--- config.mk ---
export PLATFORM = sky130hd
export DESIGN_NAME = btb_update_queue
export DESIGN_NICKNAME = d
export VERILOG_FILES = /design/src/rtl/btb_updq_pkg.sv /design/src/rtl/btb_updq_ptr.sv /design/src/rtl/btb_update_queue.sv
export SDC_FILE = /design/constraint.sdc
export NUM_CORES = 2
export LEC_CHECK = 0
export CELL_PAD_IN_SITES_DETAIL_PLACEMENT = 1
export CELL_PAD_IN_SITES_GLOBAL_PLACEMENT = 2
export CORE_ASPECT_RATIO = 0.75
export CORE_MARGIN = 10
export CORE_UTILIZATION = 30
export DETAILED_ROUTE_END_ITERATION = 16
export PLACE_DENSITY_LB_ADDON = 0.1
export SETUP_SLACK_MARGIN = 0.02
export SYNTH_ARGS = -nofsm -noshare
export SYNTH_HDL_FRONTEND = slang
export SYNTH_HIERARCHICAL = 1
export SYNTH_SLANG_ARGS = --single-unit
--- constraint.sdc ---
create_clock -name clock -period 122.2 [get_ports clock]
set_input_delay 30.55 -clock clock [delete_from_list [all_inputs] [get_ports clock]]
set_output_delay 30.55 -clock clock [all_outputs]
set_load 0.01 [all_outputs]
--- src/rtl/btb_updq_pkg.sv ---
// Shared types for the BTB update queue.
//
// btb_update_t is one resolved-branch update as stored in the queue. The
// address fields are sized by VADDR_W_DEF, which is the widest address the
// queue supports. The top module's VADDR_W parameter may be narrower; narrower
// addresses are zero-extended into these fields on write and sliced back out
// on read.
package btb_updq_pkg;

  localparam int VADDR_W_DEF = 64;

  typedef struct packed {
    logic [VADDR_W_DEF-1:0] pc;
    logic [VADDR_W_DEF-1:0] target;
    logic                   is_br;
    logic                   is_jal;
  } btb_update_t;

endpackage

--- src/rtl/btb_updq_ptr.sv ---
// Wrap-around index pointer for the BTB update queue.
//
// The pointer counts 0 .. DEPTH-1 and then returns to 0. A clear request
// takes priority over an increment request.
//
// Ports:
//   clock   : clock; all state changes on its rising edge
//   reset   : asynchronous, active-high; forces the pointer to 0
//   clr_i   : force the pointer to 0 on the next edge
//   incr_i  : advance the pointer by one, wrapping at DEPTH-1
//   ptr_o   : current pointer value
module btb_updq_ptr #(
  parameter  int DEPTH = 8,
  localparam int PTR_W = $clog2(DEPTH)
) (
  input  logic             clock,
  input  logic             reset,
  input  logic             clr_i,
  input  logic             incr_i,
  output logic [PTR_W-1:0] ptr_o
);

  logic [PTR_W-1:0] ptr_q;
  logic [PTR_W-1:0] ptr_d;

  always_comb begin
    ptr_d = ptr_q;
    if (clr_i) begin
      ptr_d = '0;
    end else if (incr_i) begin
      ptr_d = (ptr_q == PTR_W'(DEPTH - 1)) ? '0 : ptr_q + PTR_W'(1);
    end
  end

  always_ff @(posedge clock or posedge reset) begin
    if (reset) begin
      ptr_q <= '0;
    end else begin
      ptr_q <= ptr_d;
    end
  end

  assign ptr_o = ptr_q;

endmodule

--- src/rtl/btb_update_queue.sv ---
// BTB update queue.
//
// Buffers resolved-branch BTB updates from the backend and drains them, at
// most one per cycle, into the single BTB update port. A flush drops every
// queued update.
//
// Handshake rule for both sides: a transfer happens on a rising clock edge
// exactly when valid and ready are both high in the cycle before that edge;
// valid and its payload must not depend on ready from the same side, and
// enq_ready depends only on registered state and enq_pc (never on
// update_ready).
//
// Optional feature macro: BTB_UPDQ_COALESCE_EN. When defined, an enqueue
// whose pc matches the youngest queued entry overwrites that entry instead
// of allocating a new one, and is accepted even when the queue is full.
//
// Ports:
//   clock, reset              : clock and asynchronous active-high reset
//   enq_valid / enq_ready     : enqueue handshake from the backend
//   enq_pc, enq_target        : branch pc and resolved target
//   enq_is_br, enq_is_jal     : branch kind
//   flush                     : drop all queued updates (highest priority)
//   update_valid/update_ready : dequeue handshake toward the BTB
//   update_pc, update_target  : head entry pc and target
//   update_is_br, update_is_jal : head entry branch kind
//   count                     : current occupancy
//   drop_err                  : sticky, enqueue attempted while not ready
module btb_update_queue
  import btb_updq_pkg::*;
#(
  parameter  int DEPTH   = 8,
  parameter  int VADDR_W = VADDR_W_DEF,
  localparam int CNT_W   = $clog2(DEPTH + 1),
  localparam int PTR_W   = $clog2(DEPTH)
) (
  input  logic               clock,
  input  logic               reset,
  input  logic               enq_valid,
  output logic               enq_ready,
  input  logic [VADDR_W-1:0] enq_pc,
  input  logic [VADDR_W-1:0] enq_target,
  input  logic               enq_is_br,
  input  logic               enq_is_jal,
  input  logic               flush,
  output logic               update_valid,
  input  logic               update_ready,
  output logic [VADDR_W-1:0] update_pc,
  output logic [VADDR_W-1:0] update_target,
  output logic               update_is_br,
  output logic               update_is_jal,
  output logic [CNT_W-1:0]   count,
  output logic               drop_err
);

  btb_update_t      mem_q [DEPTH];
  logic [CNT_W-1:0] count_q;
  logic [CNT_W-1:0] count_d;
  logic             drop_err_q;
  logic             drop_err_d;

  logic [PTR_W-1:0] head;
  logic [PTR_W-1:0] tail;
  logic [PTR_W-1:0] youngest;
  logic [PTR_W-1:0] wr_idx;

  logic        full;
  logic        empty;
  logic        enq_fire;
  logic        pop_fire;
  logic        coal_match;
  logic        coal_hit;
  logic        alloc;
  logic        wr_en;
  logic        head_incr;
  btb_update_t wr_entry;
  btb_update_t head_entry;

  assign full  = (count_q == CNT_W'(DEPTH));
  assign empty = (count_q == '0);

  // DEPTH is a power of two, so the natural wrap of the subtraction gives
  // the slot written most recently.
  assign youngest = tail - PTR_W'(1);

`ifdef BTB_UPDQ_COALESCE_EN
  // The pc match alone decides readiness so enq_ready stays independent of
  // update_ready. When full, the youngest entry cannot be the head
  // (DEPTH >= 2), so the pop exclusion below never retracts a readiness
  // granted on a full queue.
  assign coal_match = !empty && (mem_q[youngest].pc[VADDR_W-1:0] == enq_pc);
  // A lone entry that is leaving this cycle is not overwritten; the new
  // update allocates behind it instead.
  assign coal_hit   = coal_match && !((count_q == CNT_W'(1)) && pop_fire);
`else
  assign coal_match = 1'b0;
  assign coal_hit   = 1'b0;
`endif

  assign enq_ready    = !full || coal_match;
  assign update_valid = !empty;
  assign enq_fire     = enq_valid && enq_ready;
  assign pop_fire     = update_valid && update_ready;

  // A flush discards both the enqueue and the pop of its own cycle.
  assign wr_en     = enq_fire && !flush;
  assign alloc     = wr_en && !coal_hit;
  assign head_incr = pop_fire && !flush;
  assign wr_idx    = coal_hit ? youngest : tail;

  always_comb begin
    wr_entry        = '0;
    wr_entry.pc     = VADDR_W_DEF'(enq_pc);
    wr_entry.target = VADDR_W_DEF'(enq_target);
    wr_entry.is_br  = enq_is_br;
    wr_entry.is_jal = enq_is_jal;
  end

  always_comb begin
    count_d = count_q;
    if (flush) begin
      count_d = '0;
    end else begin
      case ({alloc, head_incr})
        2'b10:   count_d = count_q + CNT_W'(1);
        2'b01:   count_d = count_q - CNT_W'(1);
        default: count_d = count_q;
      endcase
    end
  end

  assign drop_err_d = drop_err_q || (enq_valid && !enq_ready && !flush);

  btb_updq_ptr #(.DEPTH(DEPTH)) u_head_ptr (
    .clock  (clock),
    .reset  (reset),
    .clr_i  (flush),
    .incr_i (head_incr),
    .ptr_o  (head)
  );

  btb_updq_ptr #(.DEPTH(DEPTH)) u_tail_ptr (
    .clock  (clock),
    .reset  (reset),
    .clr_i  (flush),
    .incr_i (alloc),
    .ptr_o  (tail)
  );

  // Storage is reset so the update_* outputs read zero straight out of reset.
  always_ff @(posedge clock or posedge reset) begin
    if (reset) begin
      for (int i = 0; i < DEPTH; i++) begin
        mem_q[i] <= '0;
      end
    end else if (wr_en) begin
      mem_q[wr_idx] <= wr_entry;
    end
  end

  always_ff @(posedge clock or posedge reset) begin
    if (reset) begin
      count_q    <= '0;
      drop_err_q <= 1'b0;
    end else begin
      count_q    <= count_d;
      drop_err_q <= drop_err_d;
    end
  end

  assign head_entry    = mem_q[head];
  assign update_pc     = head_entry.pc[VADDR_W-1:0];
  assign update_target = head_entry.target[VADDR_W-1:0];
  assign update_is_br  = head_entry.is_br;
  assign update_is_jal = head_entry.is_jal;
  assign count         = count_q;
  assign drop_err      = drop_err_q;

endmodule

# Word-level counts from Yosys, hierarchy flattened

Cells that the tools add are included.

Input bits: 135
Memories: 0
Register bits: 1051
ROM bits: 0
RAM bits: 0
Word-level logic and storage cells: 79
Latch bits: 0

Add/sub/neg operators: 4
$lt $le $gt $ge: 3
Div/mod/pow operators: 0
Bitwise gates (word level): 2
Reductions and logical operators: 15
Shifts and indexed selects: 0
Multiplexer cells: 14
$mul: 0
Eq/ne operators: 5

Operators with widths:

| cell                                                                         | number |
|---|---|
| 1040-bit bitwise mux                                                         | 1 |
| 130-bit binary-select mux with 3-bit select                                  | 1 |
| 130-bit demux with 3-bit select                                              | 1 |
| 130-bit two-way mux                                                          | 3 |
| 3-bit two-way mux                                                            | 6 |
| 4-bit >= comparator, second input constant                                   | 2 |
| 3-bit inverter with 4-bit output                                             | 2 |
| 4-bit one-hot mux with 2 select lines                                        | 1 |
| 1-bit logical AND                                                            | 7 |
| 3-bit by 1-bit adder with 3-bit output, second input constant                | 2 |
| 3-bit equality test, second input constant                                   | 2 |
| 4-bit by 1-bit adder with 4-bit output, second input constant                | 1 |
| 4-bit equality test, second input constant                                   | 1 |
| 4-bit logical NOT                                                            | 1 |
| 4-bit by 1-bit less-than comparator with 1-bit output, second input constant | 1 |
| 4-bit two-way mux                                                            | 1 |
| 2-bit nonzero test                                                           | 2 |
| 4-bit by 1-bit subtractor with 4-bit output, second input constant           | 1 |
| 1-bit logical NOT                                                            | 3 |
| 3-bit nonzero test                                                           | 1 |
| 2-bit by 1-bit equality test with 1-bit output, second input constant        | 1 |
| 2-bit equality test, second input constant                                   | 1 |
| 1-bit logical OR                                                             | 1 |

# Depth between registers and ports, before layout

Depth in word-level cells: 7
Mapped depth: 7
Gate-level depth less buffers: 7

# Cells and area by module

Netlist, hierarchy kept.

By module, submodules not included:

| module           | area each (um2) | cells an instance | sequential area each (um2) | times used |
|---|---|---|---|---|
| btb_update_queue | 46622.2         | 2700              | 26150.1                    | 1 |
| btb_updq_ptr     | 155.1           | 13                | 75.1                       | 2 |

# Worst setup path before layout

No wires, ideal clock.

Path kind: register to output
Start: register u_head_ptr.ptr_q[0], in the netlist u_head_ptr/ptr_o[0]
End: output update_is_br
Path buffers: 2
Arrival: 1974 ps
Setup slack: 89676 ps
Required time: 91650 ps
Stages on the path, launching flop included: 5
Cell sequence: dfrtp_1 -> clkbuf_1 -> buf_1 -> mux4_2 -> mux2_2

Cells in the longest elaborated chain, start to end: 4

Ends and longest elaborated chain:

| what                                                   | line                    | text |
|---|---|---|
| start, declared                                        | btb_updq_ptr.sv:23      | `logic [PTR_W-1:0] ptr_q;` |
| start signal, assigned                                 | btb_updq_ptr.sv:39      | `ptr_q <= ptr_d;` |
| 3-bit inverter with 4-bit output (implied by the code) | btb_update_queue.sv:170 | `assign head_entry = mem_q[head];` |
| 130-bit binary-select mux with 3-bit select            | btb_update_queue.sv:170 |  |
| 130-bit two-way mux (implied by the code) (2 in a row) | btb_update_queue.sv:170 |  |
| end, declared                                          | btb_update_queue.sv:49  | `output logic update_is_br,` |

No other way between the ends. The select of a mux whose other input is x is not followed.

# Final worst setup path

Start: register u_head_ptr.ptr_q[0], in the netlist u_head_ptr/ptr_o[0]
End: output update_pc[31]

Cells in the longest elaborated chain, start to end: 4

Ends and longest elaborated chain:

| what                                                   | line                    | text |
|---|---|---|
| 3-bit inverter with 4-bit output (implied by the code) | btb_update_queue.sv:170 |  |
| 130-bit binary-select mux with 3-bit select            | btb_update_queue.sv:170 |  |
| 130-bit two-way mux (implied by the code) (2 in a row) | btb_update_queue.sv:170 |  |
| end, declared                                          | btb_update_queue.sv:47  | `output logic [VADDR_W-1:0] update_pc,` |

No other way between the ends. The select of a mux whose other input is x is not followed.

==> impl_metrics.yaml <==
status:
  status: "finished clean"
worst_hold_path:
  min_path_type: "reg2reg"
place:
  hpwlAfterDp_um: 75700
  dp.cells: 4956
  port_buffers: 271
  place.gp.congestion: 0.706
layout:
  layout-drive-gt1-share: 0.537
  nNetsFinal: 3121
  area_growth_pct: 18.4
  final_util: 0.358
  fin_cells: 5175
clock_network:
  insertion_delay_ps: 740
  cts_hold_buf: 0
  post_cts_buffers: 0
  cts_tree: "yes"
  cts_resized: 0
  cts_sinks: 1051
  cts_buffer_depth: 3
  path_clk_slew_ps: 60
  root_buffer: "clkbuf_16"
  htree_levels: 3
  cts_made_buffers: 116
grt:
  grt_max_degree: 180
  grt_pass1_wl_um: 200000
  grt-ovfl-total: 0
  grt_pass1_vias: 29990
  track_usage: 0.152
  antenna_found_initial: 16
floorplan:
  row_count: 125
  start_util: 0.303
  die_height_um: 363
  die-area_mm2: 0.173
  io_pins: 272
  fp.dieW_um: 477
  core_mm2: 0.155
timing:
  period_share: 0.291
  fin_tns_setup_ps: 0
  rsz0062_at_grt: "false"
  hold_viol_final: 0
  maxSlewViolCount: 0
  slew_headroom: 0.229
  setup_viol: 0
  worst_pin_slew_ps: 1160
  timing.fmax_ghz: 0.0281
  finalCriticalPeriod_ps: 35610
  finClkSkew_ps: 21.8
power:
  power_per_cell_area_mw_per_mm2: 19.4
  peakVddDrop_v: 0.0000114
  total_leakage_power_nw: 25.0
critical_path:
  endpoint_kind: "output pin"
  crit_arrival_ps: 5060
  start_kind: "register"
  critPathKind: "reg2out"
  crit_chain: "buf_4, buf_4, mux4_2, mux2_2, clkdlybuf4s50_1"
  crit_required_ps: 91650
  slowest_delay_ps: 1080
  path_common_cell: "buf_4"
  critPathMaxFanout: 45
  slowest_stage: "dfrtp_4"
  timing.reg2reg.setup_slack_ps: 118450
yosys:
  ys.flop_type: "dfrtp_1"
  ys_warn_count: 6
  syn_avg_cell_area_um2: 17.2
  synthesis.nets: 2868
  ys_ff_latch: 1051
  synthCells: 2726
  ys_async_sr_fraction: 1.00
  synth_edf_count: 0
  yosysUniqueCellTypes: 41
  ys_seq_area_frac: 0.560
  synth_area_mm2: 0.0469
routing:
  drcViolationCount: 0
  drt_iter0_markers: 1113
  wl_um: 132000
  ant_nets: 0
  viasPerCell: 4.93
  vias: 25500
  drt_pre_antenna_iters: 4
  wire_per_inst_um: 25.5
run:
  max_cap_violations: 0
-- cell families (layout without fill, tap and decap cells) --
family	count (synthesis)	count (layout)	synth area share
AOI/OAI and AO/OA	10	10	0.00216
buffers and inverters	191	539	0.0236
DFF	1051	1051	0.560
and+or+nand+nor	28	28	0.00435
adders and majority gates	7	7	0.00203
other	0	6	0
muxes	1438	1438	0.407
xor gates and xnor gates	1	1	0.000187
-- report_power, final --
group	switching [mW]	internal [mW]
clock network	0.148	0.206
registers	0.0345	0.410
logic	0.112	0.166
total	0.294	0.782
-- metrics by stage --
stage	area [um2]	worst slack, ps	hold slack, ps	total power, mW
after CTS	55500	86260	496	1.10
final	55500	86590	489	1.08
after global placement	51700	86900	469	0.726
after global routing	55500	86060	508	1.14
after floorplan	46900	62240	459	0.610
after detailed placement	51700	86630	479	0.737
-- worst paths after layout --
path / start / to / cells past startpoint
max: u_head_ptr/ptr_o[0] / update_pc[31] / 5
max reg2reg: count[0] / mem_q[321] / 7
min in group asynchronous: reset / u_head_ptr/ptr_o[2] / 2
min reg2reg: mem_q[340] / mem_q[340] / 1
max in group asynchronous: reset / mem_q[823] / 6
min: mem_q[340] / mem_q[340] / 1
-- worst max-delay path: cells and delay by family, from the launching register on --
family   cells  cell delay (ps)
mux          2              870
flops        1             1080
buf+inv      3             2260
-- metal layers --
| layer | track usage | vias to the layer above | routed length (um) |
|---|---|---|---|
| li1 | - | 10789 | - |
| met5 | 0 | - | 36 |
| met2 | 0.254 | 332 | 64100 |
| met4 | 0.0430 | 6 | 3430 |
| met3 | 0.0284 | 190 | 4020 |
| met1 | 0.201 | 14183 | 60500 |
-- area by class of cell --
type | count | area, um2
multi-input cells | 1484 | 19600
fillers | 15455 | 99600
clock buffers | 167 | 3430
diodes | 6 | 15.0
inverters | 6 | 30.0
clock inverters | 46 | 419
well taps | 2095 | 2620
flip-flops and latches | 1051 | 26300
repair buffers | 320 | 3160
-- state kept, by name, summed over array words and instances (netlist names) --
signal,count
count,4
drop_err,1
mem_q,1040
u_head_ptr/ptr_o,3
u_tail_ptr/ptr_o,3
-- synthesized netlist by cell type, types with 2 or more instances --
library cell / count / area share
a21oi_2: 2 / 0.00037
buf_1: 8 / 0.00064
buf_2: 59 / 0.0063
buf_4: 62 / 0.0099
buf_6: 11 / 0.0026
clkbuf_1: 45 / 0.0036
dfrtp_1: 1051 / 0.56
ha_1: 6 / 0.0016
inv_1: 5 / 0.00040
mux2_1: 40 / 0.0096
mux2_2: 1131 / 0.27
mux2i_1: 6 / 0.0013
mux4_2: 260 / 0.12
nand2b_1: 3 / 0.00040
nand4b_1: 2 / 0.00037
nor2_1: 5 / 0.00040
nor2b_1: 2 / 0.00027
nor3_1: 3 / 0.00032
nor4b_2: 2 / 0.00064
or3b_1: 2 / 0.00037
-- placed cells by master (no fill, tap or decap), drive strengths merged, types with 6 or more instances in the layout --
master         instances
buf                   49
bufinv                 6
clkbuf               167
clkdlybuf4s50        271
clkinv                31
dfrtp               1051
diode                  6
ha                     6
inv                   10
mux2                1172
mux2i                  6
mux4                 260
nor2                   6
Note: power is estimated with default switching activity, not from simulation.
